### src/rtl/wb_req_arbiter_if.sv
// Command port between wb_req_arbiter and the Wishbone master wrapper.
// master = arbiter side, slave = wrapper side.
interface wb_req_arbiter_if #(
  parameter int ADDR_WID = 32,
  parameter int DATA_WID = 32
);
  logic                m_wr_o;
  logic                m_en_o;
  logic [ADDR_WID-1:0] m_addr_o;
  logic [DATA_WID-1:0] m_dout_o;
  logic [DATA_WID-1:0] m_din_i;
  logic                m_valid_i;

  modport master (
    output m_wr_o, m_en_o, m_addr_o, m_dout_o,
    input  m_din_i, m_valid_i
  );

  modport slave (
    input  m_wr_o, m_en_o, m_addr_o, m_dout_o,
    output m_din_i, m_valid_i
  );
endinterface

### src/rtl/wb_req_arbiter.sv
// Shares one Wishbone master wrapper between NREQ requesters, one command at a time.
// Define WB_ARB_RR_EN for round-robin arbitration; otherwise fixed priority (lowest index wins).
module wb_req_arbiter #(
  parameter int ADDR_WID = 32,
  parameter int DATA_WID = 32,
  parameter int NREQ     = 2
) (
  input  logic                     clk_i,
  input  logic                     nrst_i,
  input  logic [NREQ-1:0]          req_i,
  input  logic [NREQ-1:0]          wr_i,
  input  logic [NREQ*ADDR_WID-1:0] addr_i,
  input  logic [NREQ*DATA_WID-1:0] wdata_i,
  output logic [NREQ-1:0]          gnt_o,
  output logic [NREQ-1:0]          done_o,
  output logic [DATA_WID-1:0]      rdata_o,
  output logic                     busy_o,
  output logic [1:0]               state_o,
  wb_req_arbiter_if.master         m_bus
);

  // Handshake: a requester raises req_i and holds it (with its command) until
  // its done_o pulse; the command is sampled only in the grant cycle, and the
  // wrapper side is a single-cycle m_en_o pulse answered later by m_valid_i.

  localparam int PW = (NREQ > 1) ? $clog2(NREQ) : 1;

  typedef enum logic [1:0] {
    S_IDLE  = 2'd0,
    S_ISSUE = 2'd1,
    S_WAIT  = 2'd2,
    S_GAP   = 2'd3
  } state_t;

  state_t              r_state;
  state_t              w_state_nxt;
  logic [NREQ-1:0]     r_gnt;
  logic [NREQ-1:0]     r_done;
  logic [DATA_WID-1:0] r_rdata;
  logic                r_busy;
  logic                r_en;
  logic                r_wr;
  logic [ADDR_WID-1:0] r_addr;
  logic [DATA_WID-1:0] r_dout;

  logic                w_found;
  logic [PW-1:0]       w_win_idx;
  logic [NREQ-1:0]     w_win_oh;
  logic [NREQ-1:0]     w_gnt_nxt;
  logic [NREQ-1:0]     w_done_nxt;
  logic                w_busy_nxt;
  logic                w_en_nxt;
  logic                w_grant;

`ifdef WB_ARB_RR_EN
  localparam int CW = PW + 1;
  logic [PW-1:0] r_ptr;
  logic [CW-1:0] w_cand;

  // Scan upward from the pointer with wrap-around; first requester found wins.
  always_comb begin
    w_found   = 1'b0;
    w_win_idx = '0;
    w_cand    = '0;
    for (int i = 0; i < NREQ; i++) begin
      w_cand = {1'b0, r_ptr} + CW'(i);
      if (w_cand >= CW'(NREQ)) w_cand = w_cand - CW'(NREQ);
      if (!w_found && req_i[w_cand[PW-1:0]]) begin
        w_found   = 1'b1;
        w_win_idx = w_cand[PW-1:0];
      end
    end
  end

  always_ff @(posedge clk_i) begin
    if (!nrst_i) begin
      r_ptr <= '0;
    end else if (w_grant) begin
      r_ptr <= (w_win_idx == PW'(NREQ - 1)) ? '0 : w_win_idx + PW'(1);
    end
  end
`else
  always_comb begin
    w_found   = 1'b0;
    w_win_idx = '0;
    for (int i = 0; i < NREQ; i++) begin
      if (!w_found && req_i[PW'(i)]) begin
        w_found   = 1'b1;
        w_win_idx = PW'(i);
      end
    end
  end
`endif

  always_comb begin
    w_win_oh            = '0;
    w_win_oh[w_win_idx] = 1'b1;
  end

  assign w_grant = (r_state == S_IDLE) && w_found;

  // State register plus the registered outputs and command/data latches.
  always_ff @(posedge clk_i) begin
    if (!nrst_i) begin
      r_state <= S_IDLE;
      r_gnt   <= '0;
      r_done  <= '0;
      r_busy  <= 1'b0;
      r_en    <= 1'b0;
      r_wr    <= 1'b0;
      r_addr  <= '0;
      r_dout  <= '0;
      r_rdata <= '0;
    end else begin
      r_state <= w_state_nxt;
      r_gnt   <= w_gnt_nxt;
      r_done  <= w_done_nxt;
      r_busy  <= w_busy_nxt;
      r_en    <= w_en_nxt;
      if (w_grant) begin
        r_wr   <= wr_i[w_win_idx];
        r_addr <= addr_i[w_win_idx*ADDR_WID +: ADDR_WID];
        r_dout <= wdata_i[w_win_idx*DATA_WID +: DATA_WID];
      end
      if (r_state == S_WAIT && m_bus.m_valid_i) begin
        r_rdata <= m_bus.m_din_i;
      end
    end
  end

  always_comb begin
    w_state_nxt = r_state;
    case (r_state)
      S_IDLE:  if (w_found) w_state_nxt = S_ISSUE;
      S_ISSUE: w_state_nxt = S_WAIT;
      S_WAIT:  if (m_bus.m_valid_i) w_state_nxt = S_GAP;
      S_GAP:   w_state_nxt = S_IDLE;
      default: w_state_nxt = S_IDLE;
    endcase
  end

  // Outputs are decoded from the next state so they appear registered in that state.
  always_comb begin
    w_busy_nxt = (w_state_nxt != S_IDLE);
    w_en_nxt   = (w_state_nxt == S_ISSUE);
    w_done_nxt = (w_state_nxt == S_GAP) ? r_gnt : '0;
    if (w_grant)
      w_gnt_nxt = w_win_oh;
    else if (w_state_nxt == S_IDLE)
      w_gnt_nxt = '0;
    else
      w_gnt_nxt = r_gnt;
  end

  assign gnt_o          = r_gnt;
  assign done_o         = r_done;
  assign rdata_o        = r_rdata;
  assign busy_o         = r_busy;
  assign state_o        = r_state;
  assign m_bus.m_wr_o   = r_wr;
  assign m_bus.m_en_o   = r_en;
  assign m_bus.m_addr_o = r_addr;
  assign m_bus.m_dout_o = r_dout;

endmodule

### src/flat_wrapper.sv
// flat-port wrapper written by rule: the top's interface ports become plain ports
module wb_req_arbiter_flat 
#(
  parameter int ADDR_WID = 32,
  parameter int DATA_WID = 32,
  parameter int NREQ     = 2
)
  (clk_i, nrst_i, req_i, wr_i, addr_i, wdata_i, gnt_o, done_o, rdata_o, busy_o, state_o, m_bus_m_wr_o, m_bus_m_en_o, m_bus_m_addr_o, m_bus_m_dout_o, m_bus_m_din_i, m_bus_m_valid_i);
  wb_req_arbiter_if #(.ADDR_WID(ADDR_WID), .DATA_WID(DATA_WID)) m_bus_i ();
  input  logic clk_i;
  input  logic nrst_i;
  input  logic [NREQ-1:0] req_i;
  input  logic [NREQ-1:0] wr_i;
  input  logic [NREQ*ADDR_WID-1:0] addr_i;
  input  logic [NREQ*DATA_WID-1:0] wdata_i;
  output logic [NREQ-1:0] gnt_o;
  output logic [NREQ-1:0] done_o;
  output logic [DATA_WID-1:0] rdata_o;
  output logic busy_o;
  output logic [1:0] state_o;
  output wire logic [$bits(m_bus_i.m_wr_o)-1:0] m_bus_m_wr_o;
  output wire logic [$bits(m_bus_i.m_en_o)-1:0] m_bus_m_en_o;
  output wire logic [$bits(m_bus_i.m_addr_o)-1:0] m_bus_m_addr_o;
  output wire logic [$bits(m_bus_i.m_dout_o)-1:0] m_bus_m_dout_o;
  input wire logic [$bits(m_bus_i.m_din_i)-1:0] m_bus_m_din_i;
  input wire logic [$bits(m_bus_i.m_valid_i)-1:0] m_bus_m_valid_i;
  assign m_bus_m_wr_o = m_bus_i.m_wr_o;
  assign m_bus_m_en_o = m_bus_i.m_en_o;
  assign m_bus_m_addr_o = m_bus_i.m_addr_o;
  assign m_bus_m_dout_o = m_bus_i.m_dout_o;
  assign m_bus_i.m_din_i = m_bus_m_din_i;
  assign m_bus_i.m_valid_i = m_bus_m_valid_i;
  wb_req_arbiter #(.ADDR_WID(ADDR_WID), .DATA_WID(DATA_WID), .NREQ(NREQ)) u_core (.clk_i(clk_i), .nrst_i(nrst_i), .req_i(req_i), .wr_i(wr_i), .addr_i(addr_i), .wdata_i(wdata_i), .gnt_o(gnt_o), .done_o(done_o), .rdata_o(rdata_o), .busy_o(busy_o), .state_o(state_o), .m_bus(m_bus_i));
endmodule
### config.mk
export PLATFORM = sky130hd
export DESIGN_NAME = wb_req_arbiter_flat
export DESIGN_NICKNAME = d
export VERILOG_FILES = /design/src/rtl/wb_req_arbiter_if.sv /design/src/rtl/wb_req_arbiter.sv /design/src/flat_wrapper.sv
export SDC_FILE = /design/constraint.sdc
export NUM_CORES = 1
export LEC_CHECK = 0
export BUFFER_PORTS_ARGS = -buffer_cell sky130_fd_sc_hd__buf_4
export CORE_AREA = 2 2 106 108
export DETAILED_ROUTE_END_ITERATION = 7
export DIE_AREA = 0 0 108 110
export MAX_ROUTING_LAYER = met4
export PLACE_DENSITY = 0.72
export SLEW_MARGIN = 30
export SYNTH_ARGS = -nofsm -noshare
export SYNTH_HDL_FRONTEND = slang
export SYNTH_SLANG_ARGS = --single-unit
### constraint.sdc
create_clock -name clk_i -period 2.5 [get_ports clk_i]
set_clock_uncertainty 0.1 [all_clocks]
set_input_delay 0.25 -clock clk_i [delete_from_list [all_inputs] [get_ports clk_i]]
set_output_delay 0.25 -clock clk_i [all_outputs]
set_load 0.02 [all_outputs]
# Word level (Yosys, flattened, before mapping)
# Index checks and enable logic that the tools add are counted.
# word_totals
elab_cells,27
output_inout_bits,105
regBits,103
# classes
reduce_logical,7
muxes,6
n_eq_ne,5
# ops
operator,count
$pmux 2 s4,1
$eq 2x2->1 const B,3
$eq 2x1->1 const B,2
$logic_not 2->1,2
$mux 2,2
$reduce_bool 2->1,2
$mux 1,3
$logic_and 1x1->1,2
$reduce_and 2->1,1

# Longest topological paths before layout
# Gate-level depths: netlist of the first run.
# logic_depth
depth_word,6
mapped_depth,7
mapped_depth_nobuf,5

# Worst setup path before layout of the first run
# OpenSTA, ideal clock, no wires.
# synth_timing
path_kind,reg-to-reg
startpoint,register u_core.r_state[0] (netlist: u_core.state_o[0])
endpoint,register u_core.r_gnt[0] (netlist: u_core.gnt_o[0])
n_path_buf,1
slack_ns,0.914
stages_incl_launch_ff,6
setup_ns,0.122
period_less_slack_ns,1.586
arrival_time_ns,1.364
required_time_ns,2.278
path_cell_list,dfxtp_1 -> inv_1 -> ha_1 -> and2_2 -> buf_6 -> a221o_1
# synth_between
elab_chain_len,4
# synth_lines
item,line_no,source
start: declaration,wb_req_arbiter.sv:35,state_t r_state;
start signal: assignment,wb_req_arbiter.sv:115,r_state <= w_state_nxt;
$eq 2x2->1 (tied with other cells),wb_req_arbiter.sv:133,case (r_state)
$pmux 2 s4,wb_req_arbiter.sv:133,
$logic_not 2->1,wb_req_arbiter.sv:149,else if (w_state_nxt == S_IDLE)
$reduce_bool 2->1 (no line),n/a,
end signal: assignment,wb_req_arbiter.sv:116,r_gnt <= w_gnt_nxt;
end: declaration,wb_req_arbiter.sv:37,logic [NREQ-1:0] r_gnt;
# Parallel ways exist; a longest one is shown, timed or not.
# A chain may end at the register's enable or synchronous reset.

# Worst setup path after layout of the first run
# layout_timing
startpoint,register u_core.r_state[0] (netlist: u_core.state_o[0])
endpoint,register u_core.r_dout[31] (netlist: u_core.m_bus.m_dout_o[31])
# layout_between
elab_chain_len,2
# layout_lines
item,line_no,source
$logic_not 2->1,wb_req_arbiter.sv:100,assign w_grant = (r_state == S_IDLE) && w_found;
$logic_and 1x1->1,wb_req_arbiter.sv:100,
end signal: assignment,wb_req_arbiter.sv:123,r_dout <= wdata_i[w_win_idx*DATA_WID +: DATA_WID];
end: declaration,wb_req_arbiter.sv:44,logic [DATA_WID-1:0] r_dout;
# Every way passes these cells.

==> metrics.txt, run 1 <==
outcome finished, final reports clean; Num CTS Buffers 9; H-tree Lvls 3; CTS hold repair buffers 0; CP Max Fanout 44; Post-Route WL between 9000 and 10000 um; maxcap violations 0; CP Class register to register; CP endpoint kind register; Worst path max stage delay between 0.3 and 0.4 ns; leakage power ~2.5 nW; Wirelength per Cell roughly 13 um; Worst path top cell family by delay simple AND/OR/NAND/NOR gates; # DRC 0; relative slew slack about 47%; final instance area 0.00564 mm2; register area a little over 0.002 mm2; GPL Wtd Cong ~0.73; first-pass GRT wire length 15300 um; CTS tree yes; Required @ worst endpoint between 2 and 3 ns; final core occ around 53%; cells along the critical path inv_1, ha_1, nand2_2, buf_12, nand2_1, a21boi_0; Area growth syn-to-layout 45.5%; Fmax achieved 571 MHz; post-synthesis cell area a little under 0.004 mm2; initial antenna violation count 0; RSZ-0062 raised after global routing no; TritonCTS Sinks between 100 and 150; Tmin final roughly 1.8 ns; arrival time worst endpoint 1.93 ns; Die Ht between 100 and 150 um; CTS clk-pin slew, worst paths 0.09 ns; Final setup viols 0; share of cells above drive strength 1 about a third; footprint of the multi-input gates 0.00159 mm2; Hold/Removal Path Class input port to register; largest net degree at the start of global routing 102; synthesized flop and latch total slightly above 100; yosys warns 0; Power Dens Cells 919 mW/mm2; Clock Tree Buf Depth 2; Final ANT Viol Nets 0; DP Area 0.00541 mm2; CTS resizes 0; io pins about 270; period utilization between 70 and 80%; Post-Syn Instances ~450; setup tns final 0 ns; Worst-Skew Late Latency between 0.3 and 0.4 ns; Initial Util ~36%; routed via count 3501; Die Area 0.0119 mm2; Netlist cell types 21; most frequent cells in the layout buf_4 (205), nand2_1 (195), dfxtp_1 (103); # Post-CTS Setup Buffers 0; drt pass-1 iters 4; most common cell after layout, fill and taps aside buf_4; Critical Path Start Type register; std cell rows 38; total track usage about 17%; Slew Limit Fails 0; IR drop worst, VDD around 0.00040 V; register area share after synthesis between 50% and 60%; Critical path buffers and inverters 2; port bufs 203; via/cell ratio 4.51; CORE AREA 0.0107 mm2; initial drt markers 189; Hold Violations, Final 0; clock root buffer clkbuf_8; mean post-synth cell area roughly 8.7 um2; fillers approximately 1000; number of global-route vias before repair about 3.4k; total grt overflow 0; Die Width roughly 110 um; HPWL Detailed about 7000 um; Crit-path slowest cell nand2_2; Tightest Pin Transition about 0.80 ns; # nets final 802; Power, Total about 0.0052 W; n_diodes 0
==> metrics by stage <==
step,hold WS [ns],setup WS [ns],std cells
after floorplan,0.285,0.914,448
after global placement,0.341,0.782,761
after detailed placement,0.346,0.716,761
after CTS,0.00984,0.713,777
after global routing,0.00747,0.580,777
final,0.0332,0.750,777
==> cells by family after synthesis <==
kind of cell               share of synthesized area [%]
and+or+nand+nor                                     20.2
DFF                                                 53.2
AOI/OAI and AO/OA                                   19.4
buffers and inverters                               5.88
adders and majority gates                          0.969
muxes                                              0.258
other                                             0.0968
==> per-layer routing <==
metal  share of wire (%)  vias up  GRT usage [%]
met2                  49      125           29.2
met3                 6.9       12           3.76
met1                  42     1577           18.4
met4                 1.6        0           6.23
li1                    -     1787              -
met5                   0        -              -
==> path summary, 6_finish.rpt <==
check	slack, ns	start	to	depth (start not counted)
worst max-delay path	0.75	u_core.state_o[0]	u_core.m_bus.m_dout_o[31]	6
worst min-delay path	0.03	m_bus_m_din_i[15]	u_core.rdata_o[15]	3
worst max register to register	0.75	u_core.state_o[0]	u_core.m_bus.m_dout_o[31]	6
worst min register to register	0.36	u_core.m_bus.m_dout_o[22]	u_core.m_bus.m_dout_o[22]	2
==> registers in the layout, summed over array words and instances, names as in the netlist <==
register / cells
u_core.busy_o: 1
u_core.m_bus.m_addr_o: 32
u_core.done_o: 1
u_core.m_bus.m_en_o: 1
u_core.m_bus.m_dout_o: 32
u_core.m_bus.m_wr_o: 1
u_core.gnt_o: 1
u_core.state_o: 2
u_core.rdata_o: 32
==> worst register-to-register path: stages (launching register included) <==
cell	delay [ns]
dfxtp_1	0.34
inv_1	0.10
ha_1	0.23
nand2_2	0.36
buf_12	0.27
nand2_1	0.10
a21boi_0	0.18
==> where the power goes <==
part / total (W) / switching [W] / internal, W
combinational: 0.00193 / 0.00114 / 0.000788
sequential: 0.00210 / 0.000154 / 0.00195
clock: 0.00115 / 0.000534 / 0.000619
total: 0.00518 / 0.00183 / 0.00335
==> cells in the mapped netlist <==
library cell | count | area, um2
o21ai_0 | 1 | 5.00
or2_2 | 1 | 6.26
conb_1 | 1 | 3.75
dfxtp_1 | 103 | 2060
clkbuf_2 | 1 | 5.00
inv_1 | 2 | 7.51
nor2b_1 | 1 | 6.26
mux2i_1 | 1 | 10.0
a21boi_0 | 45 | 338
a221o_1 | 1 | 10.0
a21oi_2 | 1 | 8.76
and2_1 | 2 | 12.5
a21boi_1 | 52 | 390
buf_2 | 10 | 50.1
and3_1 | 2 | 12.5
buf_6 | 8 | 90.1
clkbuf_1 | 10 | 37.5
buf_4 | 5 | 37.5
nand2_1 | 196 | 736
ha_1 | 3 | 37.5
and2_2 | 1 | 7.51
==> cell type report <==
class                           instances  share of cell area [%]
Clock buffer                           13                    2.82
Clock inverter                          3                    1.15
Inverter                                2                   0.133
Multi-Input combinational cell        309                    28.2
Sequential cell                       103                    36.6
Tap cell                              140                    3.11
Timing Repair Buffer                  207                    28.0
Power figures use the tool's default switching activity.
==> inputs of run 2 (changes only) <==
--- a/config.mk
+++ b/config.mk
@@ -5,10 +5,11 @@
 export SDC_FILE = /design/constraint.sdc
 export NUM_CORES = 1
 export LEC_CHECK = 0
+export ABC_AREA = 1
 export BUFFER_PORTS_ARGS = -buffer_cell sky130_fd_sc_hd__buf_4
-export CORE_AREA = 2 2 106 108
+export CORE_AREA = 2 2 104 106
 export DETAILED_ROUTE_END_ITERATION = 7
-export DIE_AREA = 0 0 108 110
+export DIE_AREA = 0 0 106 108
 export MAX_ROUTING_LAYER = met4
 export PLACE_DENSITY = 0.72
 export SLEW_MARGIN = 30
==> constraint.sdc (replaced) <==
create_clock -name clk_i -period 1.8 [get_ports clk_i]
set_clock_uncertainty 0.1 [all_clocks]
set_input_delay 0.18 -clock clk_i [delete_from_list [all_inputs] [get_ports clk_i]]
set_output_delay 0.18 -clock clk_i [all_outputs]
set_load 0.02 [all_outputs]
==> run 2 against run 1 <==
Net effect: wire length up 18%; sequential power increased by 56%; maximum frequency grew 9.5%; flip-flop and latch count unchanged; die area is 3.6% lower; via count rose by 14%; final cell count grew 13%; power is 63% higher; register-to-register slack got worse by 0.55 ns; combinational power rose by 97%; largest cell class is now buffers; largest power group is now combinational cells; highest routed layer unchanged.
==> metrics.txt, run 2 <==
outcome finished, final reports clean (unchanged); Synth Area in Compound Gates 13.6% (was 19.4%); Synth area leader dfxtp_1 (unchanged); HP Start m_bus_m_din_i[29] (was m_bus_m_din_i[15]); synthesized flop and latch total 103 (unchanged); Die Ht 108 um (was 110 um); Final setup viols 0 (unchanged); Worst-Skew Late Latency 0.34 ns (was 0.35 ns); count leader, synth nor2_1 (was nand2_1); Worst Slack Setup Final 0.202 ns (was 0.750 ns); Tmin final 1.60 ns (was 1.75 ns); main combinational cell family by area after synthesis simple AND/OR/NAND/NOR gates (unchanged); top cells by count, synth nor2_1 (197), dfxtp_1 (103), o21ai_0 (84), clkbuf_1 (13), o21ai_1 (13) (was nand2_1 (196), dfxtp_1 (103), a21boi_1 (52), a21boi_0 (45)); DP Area 0.00519 mm2 (was 0.00541 mm2); most common cell after layout, fill and taps aside buf_4 (unchanged); Post-Synth Simple-Gate Area 21.8% (was 20.2%); top cell type's share of synthesized area 57.0% (was 53.2%); WHS Endpoint u_core.rdata_o[29] (was u_core.rdata_o[15]); Fmax achieved 626 MHz (was 571 MHz); CTS clk-pin slew, worst paths 0.09 ns (about the same); drt pass-1 iters 4 (unchanged); XOR/XNOR share of the synthesized area 0% (unchanged); sw frac 39.4% (was 35.3%); period utilization 88.8% (was 70.0%); number of global-route vias before repair 3898 (was 3377); # nets final 908 (was 802); GPL Wtd Cong 0.773 (was 0.730); routed via count 4007 (was 3501); CORE AREA 0.0102 mm2 (was 0.0107 mm2); clock root buffer clkbuf_8 (unchanged); RSZ-0062 raised after global routing no (unchanged); std cell rows 37 (was 38); Required @ worst endpoint 1.94 ns (was 2.68 ns); Seq pwr share 38.7% (was 40.5%); Hold/Removal Path Class input port to register (unchanged); Initial Util 35.3% (was 36.2%); io pins 272 (unchanged); final instance area 0.00634 mm2 (was 0.00564 mm2); Wirelength per Cell 13.4 um (was 12.8 um); worst reg2reg path startpoint u_core.state_o[0] (unchanged); TritonCTS Sinks 103 (unchanged); Synth area leaders dfxtp_1 (57%), nor2_1 (20%), o21ai_0 (12%) (was dfxtp_1 (53%), nand2_1 (19%), a21boi_1 (10%)); CP Class register to register (unchanged); CP Max Fanout 11 (was 44); register area share after synthesis 57.0% (was 53.2%); total track usage 20.6% (was 16.6%); # DRC 0 (unchanged); reg2reg path depth 7 (was 6); Comb power frac 45.1% (was 37.2%); P_int 0.00511 W (was 0.00335 W); share of cells above drive strength 1 30.7% (was 35.3%); Hold Crit Depth 3 (unchanged); r2r endpoint u_core.busy_o (was u_core.m_bus.m_dout_o[31]); via/cell ratio 4.56 (was 4.51); H-tree Lvls 3 (unchanged); IR drop worst, VDD 0.000843 V (was 0.000398 V); Post-Route WL 11800 um (was 9970 um); initial drt markers 314 (was 189); HPWL Detailed 7010 um (was 6960 um); post-synthesis cell area 0.00362 mm2 (was 0.00387 mm2); Netlist cell types 18 (was 21); n_diodes 0 (unchanged); # Post-CTS Setup Buffers 0 (unchanged); Post-Syn Instances 455 (was 447); Slew Limit Fails 0 (unchanged); CP endpoint kind register (unchanged); setup tns final 0 ns (unchanged); Power, Total 0.00844 W (was 0.00518 W); most frequent cells in the layout buf_4 (205), nor2_1 (197), dfxtp_1 (103) (was buf_4 (205), nand2_1 (195), dfxtp_1 (103)); pre-CTS setup slack 0.139 ns (was 0.716 ns); post-synthesis mux area share 0% (was 0.258%); Clock Tree Buf Depth 2 (unchanged); Post-synth EDFFs 0 (unchanged); Num CTS Buffers 9 (unchanged); arrival time worst endpoint 1.74 ns (was 1.93 ns); Post-synth ARST share 0% (unchanged); Post-Synth Adder-Cell Area 1.04% (was 0.969%); leakage power 2.95 nW (was 2.52 nW); Area growth syn-to-layout 75.5% (was 45.5%); Power Dens Cells 1330 mW/mm2 (was 919 mW/mm2); Final ANT Viol Nets 0 (unchanged); yosys warns 0 (unchanged); first-pass GRT wire length 18300 um (was 15300 um); port bufs 203 (unchanged); dominant synthesized flop cell dfxtp_1 (unchanged); Die Area 0.0114 mm2 (was 0.0119 mm2); reg-to-reg setup timing slack 0.20 ns (was 0.75 ns); CTS tree yes (unchanged); largest net degree at the start of global routing 70 (was 102); Net Switching 0.00332 W (was 0.00183 W); total grt overflow 0 (unchanged); clock network power share 16.2% (was 22.2%); maxcap violations 0 (unchanged); Die Width 106 um (was 108 um); Critical Path Start Type register (unchanged); mean post-synth cell area 7.95 um2 (was 8.67 um2); initial antenna violation count 0 (unchanged); Hold Violations, Final 0 (unchanged)
==> run 2: changes by cell type in the layout (fill, tap and decap cells not counted), moves of 13 or more <==
cell	before	now
o21ai_0	1	84
a21boi_0	45	0
nand2_1	195	6
a21boi_1	52	0
o21ai_1	0	13
nor2_1	0	197
dlygate4sd3_1	0	96
==> run 2: per-layer routing <==
layer / up-vias / routed length [um] / part of all wire [%] / track usage, %
met1: 1816 / 4670 / 40 / 22.5
li1: 2001 / - / - / -
met2: 157 / 6120 / 52 / 36.8
met5: - / 0 / 0 / -
met3: 33 / 711 / 6.0 / 4.22
met4: 0 / 309 / 2.6 / 8.65
==> run 2: worst max path at each step <==
stage                           start                   endpoint
floorplan           u_core.state_o[0]  u_core.m_bus.m_addr_o[12]
global placement    u_core.state_o[0]         u_core.rdata_o[18]
detailed placement  u_core.state_o[0]         u_core.rdata_o[29]
CTS                 u_core.state_o[0]         u_core.rdata_o[29]
global route        u_core.state_o[0]              u_core.busy_o
finish              u_core.state_o[0]              u_core.busy_o
==> run 2: cells by family after synthesis <==
kind of cell               Yosys count
buffers and inverters               42
adders and majority gates            3
and+or+nand+nor                    208
DFF                                103
other                                1
AOI/OAI and AO/OA                   98
==> run 2: worst max-delay path, stage by stage, from the launching register on <==
cell	delay (ns)
dfxtp_1	0.39
inv_1	0.10
ha_1	0.23
nand2_2	0.21
buf_4	0.19
nand3_1	0.08
nand3_1	0.12
nand2_1	0.07
==> run 2: power groups by stage <==
stage          logic (W)  clock network [W]  registers (W)
6_report         0.00380            0.00137        0.00327
5_1_grt          0.00416            0.00153        0.00333
4_1_cts          0.00380            0.00143        0.00326
3_5_place_dp     0.00362                  0        0.00331
3_3_place_gp     0.00354                  0        0.00327
2_1_floorplan    0.00143                  0        0.00406
==> run 2: area by class of cell <==
cell class              instances  area, um2
fillers                       849       3890
clock buffers                  11        151
repair buffers                304       2560
well taps                     136        170
inverters                       9       36.3
flip-flops and latches        103       2060
multi-input cells             311       1330
clock inverters                 5       40.0
==> run 2: metrics by stage <==
| step | hold WS (ns) | utilization (%) | std cells |
|---|---|---|---|
| finish | 0.0239 | 62.0 | 879 |
| global route | 0.0180 | 62.0 | 879 |
| CTS | 0.00561 | 62.0 | 879 |
| detailed placement | 0.323 | 50.7 | 767 |
| global placement | 0.317 | 50.7 | 767 |
| floorplan | 0.227 | - | 456 |
==> run 2: timing repair <==
item                       CTS  global route
hold endpoints to repair    96             0
resized for setup            0             2
hold buffers                96             0
setup endpoints to repair    0            26
==> inputs of run 3 (changes only) <==
--- a/config.mk
+++ b/config.mk
@@ -12,6 +12,8 @@
 export DIE_AREA = 0 0 106 108
 export MAX_ROUTING_LAYER = met4
 export PLACE_DENSITY = 0.72
+export REMOVE_ABC_BUFFERS = 1
+export SKIP_CTS_REPAIR_TIMING = 1
 export SLEW_MARGIN = 30
 export SYNTH_ARGS = -nofsm -noshare
 export SYNTH_HDL_FRONTEND = slang
==> run 3 against run 2 <==
Net effect: the run now ends with negative hold slack left; design area fell by 5.8%; final cell count fell by 3.9%; via count fell by 4.2%; register-to-register slack improved by 0.04 ns; global-route usage fell by 2.8 points; maximum frequency rose by 2.2%; flip-flop and latch count did not move; critical path depth fell by 1; largest power group unchanged.
==> metrics.txt, run 3 (synthesized netlist as in run 2, its figures left out) <==
register area 0.00206 mm2 (unchanged); Post-Route WL 11100 um (was 11800 um); DP Area 0.00519 mm2 (about the same); outcome finished with violations (was finished, final reports clean); Seq pwr share 39.2% (was 38.7%); initial drt markers 266 (was 314); Die Width 106 um (unchanged); final core occ 58.4% (was 62.0%); Area growth syn-to-layout 65.2% (was 75.5%); Fmax achieved 640 MHz (was 626 MHz); io pins 272 (unchanged); Initial Util 35.3% (unchanged); Power Dens Cells 1400 mW/mm2 (was 1330 mW/mm2); fillers 897 (was 849); port bufs 203 (unchanged); Worst Slack Setup Final 0.237 ns (was 0.202 ns); GPL Wtd Cong 0.746 (was 0.773); most frequent cells in the layout buf_4 (208), nor2_1 (197), dfxtp_1 (103) (was buf_4 (205), nor2_1 (197), dfxtp_1 (103)); pre-CTS setup slack 0.260 ns (was 0.139 ns); Num CTS Buffers 9 (unchanged); Critical Path Start Type register (unchanged); Net Switching 0.00331 W (was 0.00332 W); period utilization 86.8% (was 88.8%); final instance area 0.00597 mm2 (was 0.00634 mm2); relative slew slack between 60% and 70%; maxcap violations 0 (unchanged); drt pass-1 iters 4 (unchanged); hold slack -0.0234 ns (was 0.0239 ns); clock root buffer clkbuf_8 (unchanged); Comb power frac 44.7% (was 45.1%); n_diodes 0 (unchanged); sw frac 39.7% (was 39.4%); most common cell after layout, fill and taps aside buf_4 (unchanged); CP Max Fanout 32 (was 11); Worst-Skew Late Latency 0.35 ns (was 0.34 ns); number of global-route vias before repair 3386 (was 3898); Hold/Removal Path Class input port to register (unchanged); arrival time worst endpoint 1.76 ns (was 1.74 ns); footprint of the multi-input gates 0.00133 mm2 (unchanged); Wirelength per Cell 13.2 um (was 13.4 um); TritonCTS Sinks 103 (unchanged); via/cell ratio 4.54 (was 4.56); routed via count 3837 (was 4007); CP Class register to register (unchanged); Final setup viols 0 (unchanged); leakage power 2.79 nW (was 2.95 nW); Die Ht 108 um (unchanged); IR drop worst, VDD 0.000701 V (was 0.000843 V); Slew Limit Fails 0 (unchanged); # DRC 0 (unchanged); total track usage 17.8% (was 20.6%); CTS tree yes (unchanged); CP endpoint kind register (unchanged); HPWL Detailed 7250 um (was 7010 um); clock network power share 16.2% (about the same); initial antenna violation count 0 (unchanged); Final ANT Viol Nets 0 (unchanged); Hold Violations, Final 21 (was 0); RSZ-0062 raised after global routing no (unchanged); Die Area 0.0114 mm2 (unchanged); Required @ worst endpoint 1.99 ns (was 1.94 ns); CORE AREA 0.0102 mm2 (unchanged); P_int 0.00503 W (was 0.00511 W); std cell rows 37 (unchanged); first-pass GRT wire length 15900 um (was 18300 um); largest net degree at the start of global routing 60 (was 70); Tmin final 1.56 ns (was 1.60 ns); violated checks negative hold slack; share of cells above drive strength 1 32.3% (was 30.7%); Clock Tree Buf Depth 2 (unchanged); # nets final 874 (was 908); CTS clk-pin slew, worst paths 0.10 ns (was 0.09 ns); total grt overflow 0 (unchanged); H-tree Lvls 3 (unchanged); Tightest Pin Transition between 0.5 and 0.6 ns
==> run 3: cell types whose count changed in the layout (fill, tap and decap cells not counted) <==
cell and delta:
inv_2 +1, inv_4 -1, clkbuf_1 +1, clkbuf_8 -1, dlygate4sd3_1 -36, buf_12 -1
inv_6 +1, clkinv_4 -1, buf_4 +3
==> run 3: layout make-up <==
cell class	instances	area share, %
clock buffers	11	2.37
clock inverters	5	0.670
inverters	9	0.565
multi-input cells	311	22.2
flip-flops and latches	103	34.5
well taps	136	2.85
repair buffers	270	36.9
==> run 3: final timing paths <==
kind,from,end,slack (ns),cells past startpoint
worst max register to register,u_core.state_o[0],u_core.rdata_o[28],0.24,6
worst min-delay path,addr_i[7],u_core.m_bus.m_addr_o[7],-0.02,3
worst min register to register,u_core.rdata_o[29],u_core.rdata_o[29],0.39,2
worst max-delay path,u_core.state_o[0],u_core.rdata_o[28],0.24,6
==> run 3: critical path: stages, from the launching register on <==
cell and delay, ns:
dfxtp_1 0.39, inv_1 0.10, ha_1 0.23, nand2_2 0.09
buf_4 0.29, o21ai_0 0.15, nor2_1 0.14
==> run 3: power groups by stage <==
stage	clock [W]	combinational, W	sequential, W
3_5_place_dp	0	0.00363	0.00331
6_report	0.00135	0.00373	0.00327
4_1_cts	0.00142	0.00364	0.00326
2_1_floorplan	0	0.00120	0.00406
5_1_grt	0.00151	0.00409	0.00334
3_3_place_gp	0	0.00356	0.00327
==> run 3: metrics by stage <==
| step | total power [W] | hold slack, ns | TNS [ns] | std cells |
|---|---|---|---|---|
| after floorplan | 0.00526 | 0.189 | -26.29 | 423 |
| after global placement | 0.00683 | 0.317 | 0 | 769 |
| after detailed placement | 0.00694 | 0.330 | 0 | 769 |
| after CTS | 0.00831 | -0.0620 | 0 | 785 |
| after global routing | 0.00895 | -0.00522 | 0 | 845 |
| final | 0.00834 | -0.0234 | 0 | 845 |
==> run 3: metal layers <==
layer	vias up	routed length, um	GRT usage, %	part of all wire (%)
li1	1931	-	-	-
met1	1729	4640	20.9	42
met2	161	5620	29.7	50
met3	16	719	4.40	6.5
met4	0	163	6.77	1.5
met5	-	0	-	0
